==> src/rtl/fsm_full_pkg.sv <==
// Shared types and constants for the four-requester fixed-priority arbiter.
package fsm_full_pkg;

  localparam int NUM_REQ = 4;

  typedef enum logic [2:0] {
    IDLE = 3'd0,
    GNT0 = 3'd1,
    GNT1 = 3'd2,
    GNT2 = 3'd3,
    GNT3 = 3'd4
  } state_t;

  // Grant state owned by requester idx (GNTi is encoded as i+1).
  function automatic state_t grant_state(input int idx);
    return state_t'(3'(idx + 1));
  endfunction

endpackage

==> src/rtl/fsm_full_arbiter.sv <==
// Fixed-priority, non-preemptive arbiter for four agents sharing one resource.
// Moore FSM; grants are decoded from the state register and registered again.
module fsm_full_arbiter
  import fsm_full_pkg::*;
(
  input  logic clock,
  input  logic reset,
  input  logic req_0,
  input  logic req_1,
  input  logic req_2,
  input  logic req_3,
  output logic gnt_0,
  output logic gnt_1,
  output logic gnt_2,
  output logic gnt_3
);

  state_t state_q, state_d;
  logic [NUM_REQ-1:0] gnt_q;

  // Priority only matters in IDLE; an owner keeps the resource until it lets go,
  // and every release goes back through IDLE before anyone else is considered.
  always_comb begin
    state_d = IDLE;
    case (state_q)
      IDLE: begin
        if (req_0)      state_d = GNT0;
        else if (req_1) state_d = GNT1;
        else if (req_2) state_d = GNT2;
        else if (req_3) state_d = GNT3;
        else            state_d = IDLE;
      end
      GNT0:    state_d = req_0 ? GNT0 : IDLE;
      GNT1:    state_d = req_1 ? GNT1 : IDLE;
      GNT2:    state_d = req_2 ? GNT2 : IDLE;
      GNT3:    state_d = req_3 ? GNT3 : IDLE;
      default: state_d = IDLE;
    endcase
  end

  always_ff @(posedge clock) begin
    if (reset) begin
      state_q <= IDLE;
    end else begin
      state_q <= state_d;
    end
  end

  // Grants follow the state register one cycle later.
  always_ff @(posedge clock) begin
    if (reset) begin
      gnt_q <= '0;
    end else begin
      for (int i = 0; i < NUM_REQ; i++) begin
        gnt_q[i] <= (state_q == grant_state(i));
      end
    end
  end

  assign gnt_0 = gnt_q[0];
  assign gnt_1 = gnt_q[1];
  assign gnt_2 = gnt_q[2];
  assign gnt_3 = gnt_q[3];

endmodule

==> config.mk <==
export PLATFORM = sky130hd
export DESIGN_NAME = fsm_full_arbiter
export DESIGN_NICKNAME = d
export VERILOG_FILES = /design/src/rtl/fsm_full_pkg.sv /design/src/rtl/fsm_full_arbiter.sv
export SDC_FILE = /design/constraint.sdc
export NUM_CORES = 1
export LEC_CHECK = 0
export BUFFER_PORTS_ARGS = -buffer_cell sky130_fd_sc_hd__buf_2
export CAP_MARGIN = 20
export CORE_AREA = 2 2 39 41
export DETAILED_ROUTE_END_ITERATION = 8
export DIE_AREA = 0 0 41 43
export GPL_TIMING_DRIVEN = 1
export HOLD_SLACK_MARGIN = 0.03
export PLACE_DENSITY_LB_ADDON = 0.3
export SLEW_MARGIN = 40
export SYNTH_ARGS = -nofsm -noshare
export SYNTH_HDL_FRONTEND = slang
export SYNTH_SLANG_ARGS = --single-unit
export TNS_END_PERCENT = 1
==> constraint.sdc <==
create_clock -name clock -period 1.45 [get_ports clock]
set_input_delay 0 -clock clock [delete_from_list [all_inputs] [get_ports clock]]
set_output_delay 0 -clock clock [all_outputs]
set_load 0.02 [all_outputs]
Word-level counts from Yosys, hierarchy flattened

Index checks and enable logic that the tools add are counted.

Register bits: 7
Bits in latches: 0
Bits in writable memories: 0
ROM bits: 0
Bits of input ports: 6
Output and inout bits: 4
Logic and storage cells: 15
Memories: 0

$add $sub $neg: 0
Multipliers: 0
Div/mod/pow operators: 0
Order comparisons: 0
Equal/unequal tests: 4
Shifts and indexed selects: 0
Mux-type cells: 8
Bitwise logic cells: 0
Reduce and logical (&&, ||, !) cells: 1

Operator list:

| kind               | count |
|---|---|
| $pmux 3 s5         | 1 |
| $mux 3             | 4 |
| $eq 3x2->1 const B | 2 |
| $mux 2             | 2 |
| $eq 3x1->1 const B | 1 |
| $eq 3x3->1 const B | 1 |
| $logic_not 3->1    | 1 |
| $mux 1             | 1 |

Depth between registers and ports, before layout

Word-level depth: 5
Mapped depth: 4
Depth with buffers taken out: 3

Worst setup path before layout

No wires, ideal clock.

Path type: register -> register
From: reg state_q[0]
To: reg state_q[0]
Library setup time: 103 ps
Arrival time: 921 ps
Required time: 1347 ps
Slack: 425 ps
Cell stages (with the launch flop): 5
Buffers on the path: 1
Period minus slack after synthesis: 1025 ps
Path through: dfxtp_1 -> buf_6 -> nor3b_2 -> nor3_1 -> a2111oi_2

Word-level cells in the longest chain between the ends: 2
Elaborated cells on any way between the ends: 6
Those cells by class: 4 x eq/ne; 1 x mux; 1 x reduce/logical

RTL lines:

| item                               | line                   | source |
|---|---|---|
| start, declared                    | fsm_full_arbiter.sv:18 | `state_t state_q, state_d;` |
| start signal, assigned             | fsm_full_arbiter.sv:45 | `state_q <= state_d;` |
| $eq 3x3->1 (tied with other cells) | fsm_full_arbiter.sv:25 | `case (state_q)` |
| $pmux 3 s5 *                       | fsm_full_arbiter.sv:25 |  |

Mark *: on every way between the ends. The rest lies on a longest branch, timed or not.
A chain may end at the register's enable or synchronous reset.

Worst setup path in the final report

Ends and elaborated chain as after synthesis.

==> impl_metrics.toml <==
[run_status]
status = "finished, final reports clean"

[final_layout]
area_growth_pct = 36.87
final_nets = 49
antenna_cells = 0
fillers = 164
layout-drive-gt1-share = 0.3333
fin_util = 0.2685
fin_cells = 58

[clock_network]
clk_pin_slew_worst_paths_ns = 0.05
htree_levels = 1
cts_buffer_depth = 2
clock_sinks = 7
cts.repair.resized = 0
clock_latency_ns = 0.25
cts-root-buf = "clkbuf_4"
tritoncts = "done"
cts_inserted_buffers = 3

[floorplan]
start_util = 0.1962
dieArea_um2 = 1763
io_pins = 10
dieWidth_um = 41
coreArea_um2 = 1384
fp.dieH_um = 43
row_count = 14

[detailed_routing]
drt_iter0_drc = 0
avgRoutedWirePerCell_um = 8.931
avgViaCountPerCell = 4.328
vias = 251
drt_wl_total_um = 518
drc = 0
ant_nets = 0
drtPass1Iterations = 1

[worst_setup_path]
worstPathRequired_ns = 1.60
cpPeakStageDelay_ns = 0.37
slowest_stage = "dfxtp_1"
path_buf_inv = 0
end_kind = "register"
path_max_fanout = 7
crit_chain = "nor3b_2, nor3_1, a2111oi_2"
crit_family = "flip-flops"
startpoint_type = "register"
criticalPathCategory = "register to register"
worstPathArrival_ns = 1.20

[global_route]
busiest_layer = "met4"
antenna_found_initial = 0
grt_pass1_vias = 239
grt_max_degree = 8
met3_usage = 0.01571
use_met2 = 0.1094
grt_pass1_wl_um = 903
grt_overflow_total = 0
grt_usage = 0.08551
grt_use_met1 = 0.08414

[yosys]
synth.area.mux_share = 0.03687
synthDistinctLibCells = 14
yosys-top-cells-count = "dfxtp_1 (7), nand2_1 (4), nor2_1 (4)"
yosysMostFrequentCell = "dfxtp_1"
ys_seq_elements = 7
synthTopCellsByArea = "dfxtp_1 (52%), nor3_1 (5.5%), a2111oi_2 (5.5%)"
synth-async-reset-ratio = 0
synth-main-ff-cell = "dfxtp_1"
netlist_area_um2 = 271.5
synth-compound-area-share = 0.1336
synth_simple_gate_area_frac = 0.2581
ys_seq_area_frac = 0.5161
synth_edf_count = 0
synthCells = 28
avgSynthCellArea_um2 = 9.697
yosysTopAreaCellShare = 0.5161
synth_fa_ha_area_frac = 0
synth_top_family_by_area = "simple AND/OR/NAND/NOR gates"
mappedNetlistNets = 34
synth_top_area_cell = "dfxtp_1"
synth-xor-area-share = 0
yosys_warnings = 0

[timing]
hold_viol = 0
rsz0062_at_grt = "no"
fin_tns_setup_ns = 0
worstMarginPinSlew_ns = 0.2535
timing.max_slew.rel_slack = 0.8308
clock.fmax_mhz = 947.4
fin_crit_sh = 0.7279
drv_slew = 0
skew_ns = 0.0006903
post-route-worst-setup-slack_ns = 0.3945
setup_violations = 0
fin_crit_ns = 1.055

[place]
portBuffers = 9
dp_cells = 52
place_hpwl_um = 380.3
place_ws_ns = 0.3982
place_congestion = 0.6902

[power]
p_leak_uw = 0.0001718
p_total_uw = 441.2
peakVddDrop_uv = 421.7
p_per_area_nw_per_um2 = 1187

[job]
max-cap-violations = 0

[min_path]
worstHoldPathType = "input pin to register"
-- flip-flops by register name (all words and copies together), names as in the netlist --
| signal | flops |
|---|---|
| state_q | 3 |
| gnt_q | 4 |
-- through the flow --
stage / area (µm²) / hold slack, ns
6_report: 371.6 / 0.04874
5_1_grt: 371.6 / 0.06416
4_1_cts: 371.6 / 0.04455
3_5_place_dp: 325.3 / 0.2254
3_3_place_gp: 325.3 / 0.2257
2_1_floorplan: 271.5 / 0.07169
-- layer usage --
metal | wire length [µm] | up-vias | share of wire
li1 | - | 128 | -
met1 | 214 | 109 | 0.41
met2 | 221 | 10 | 0.43
met3 | 46 | 4 | 0.089
met4 | 36 | 0 | 0.069
met5 | 0 | - | 0
-- worst paths after layout --
| kind | start | end | slack [ns] | depth (start not counted) |
|---|---|---|---|---|
| worst max-delay path | state_q[0]$_SDFF_PP0_ | state_q[0]$_SDFF_PP0_ | 0.39 | 3 |
| worst min-delay path | req_0 | state_q[1]$_SDFF_PP0_ | 0.05 | 4 |
| worst max register to register | state_q[0]$_SDFF_PP0_ | state_q[0]$_SDFF_PP0_ | 0.39 | 3 |
| worst min register to register | state_q[2]$_SDFF_PP0_ | state_q[0]$_SDFF_PP0_ | 0.50 | 1 |
-- cells in the final DEF, fill, tap and decap left out --
| cell | instances |
|---|---|
| buf_2 | 9 |
| a2111oi_2 | 1 |
| and2_1 | 1 |
| clkbuf_1 | 1 |
| nor3_1 | 3 |
| nand2_1 | 4 |
| a21oi_1 | 1 |
| dlygate4sd3_1 | 2 |
| nor3b_2 | 1 |
| o211a_1 | 1 |
| nor4_1 | 1 |
| o22ai_1 | 1 |
| dfxtp_1 | 7 |
| mux2i_1 | 1 |
| inv_1 | 1 |
| nor2_1 | 4 |
| clkbuf_4 | 3 |
-- logic make-up after synthesis --
family | count (synthesis)
AOI/OAI and AO/OA | 4
buffers and inverters | 2
DFF | 7
muxes | 1
and+or+nand+nor | 14
-- layout make-up --
type / instances / area (µm²) / area share
timing repair buffer: 11 / 65.06 / 0.1751
inverter: 1 / 3.754 / 0.01010
sequential: 7 / 140.1 / 0.3771
multi-input combinational: 19 / 116.4 / 0.3131
clock buffer: 4 / 26.28 / 0.07071
tap: 16 / 20.02 / 0.05387
-- worst min-delay path, cell delays in order --
cell and delay (ns):
buf_2 0.10, nor2_1 0.04, nand2_1 0.05, o22ai_1 0.06
-- power breakdown --
part	internal (µW)	switching, µW	leakage, µW	total [µW]
clock	105	71.9	0.0000150	177
sequential	202	11.2	0.0000572	214
combinational	25.1	25.5	0.0000996	50.6
total	333	109	0.000172	441
-- timing repair --
item,CTS,global route
endpoints found under the hold margin,3,0
hold buffers,2,0
endpoints found under the setup margin,0,0
setup buffers,0,0
Note: power is estimated with default switching activity, not from simulation.
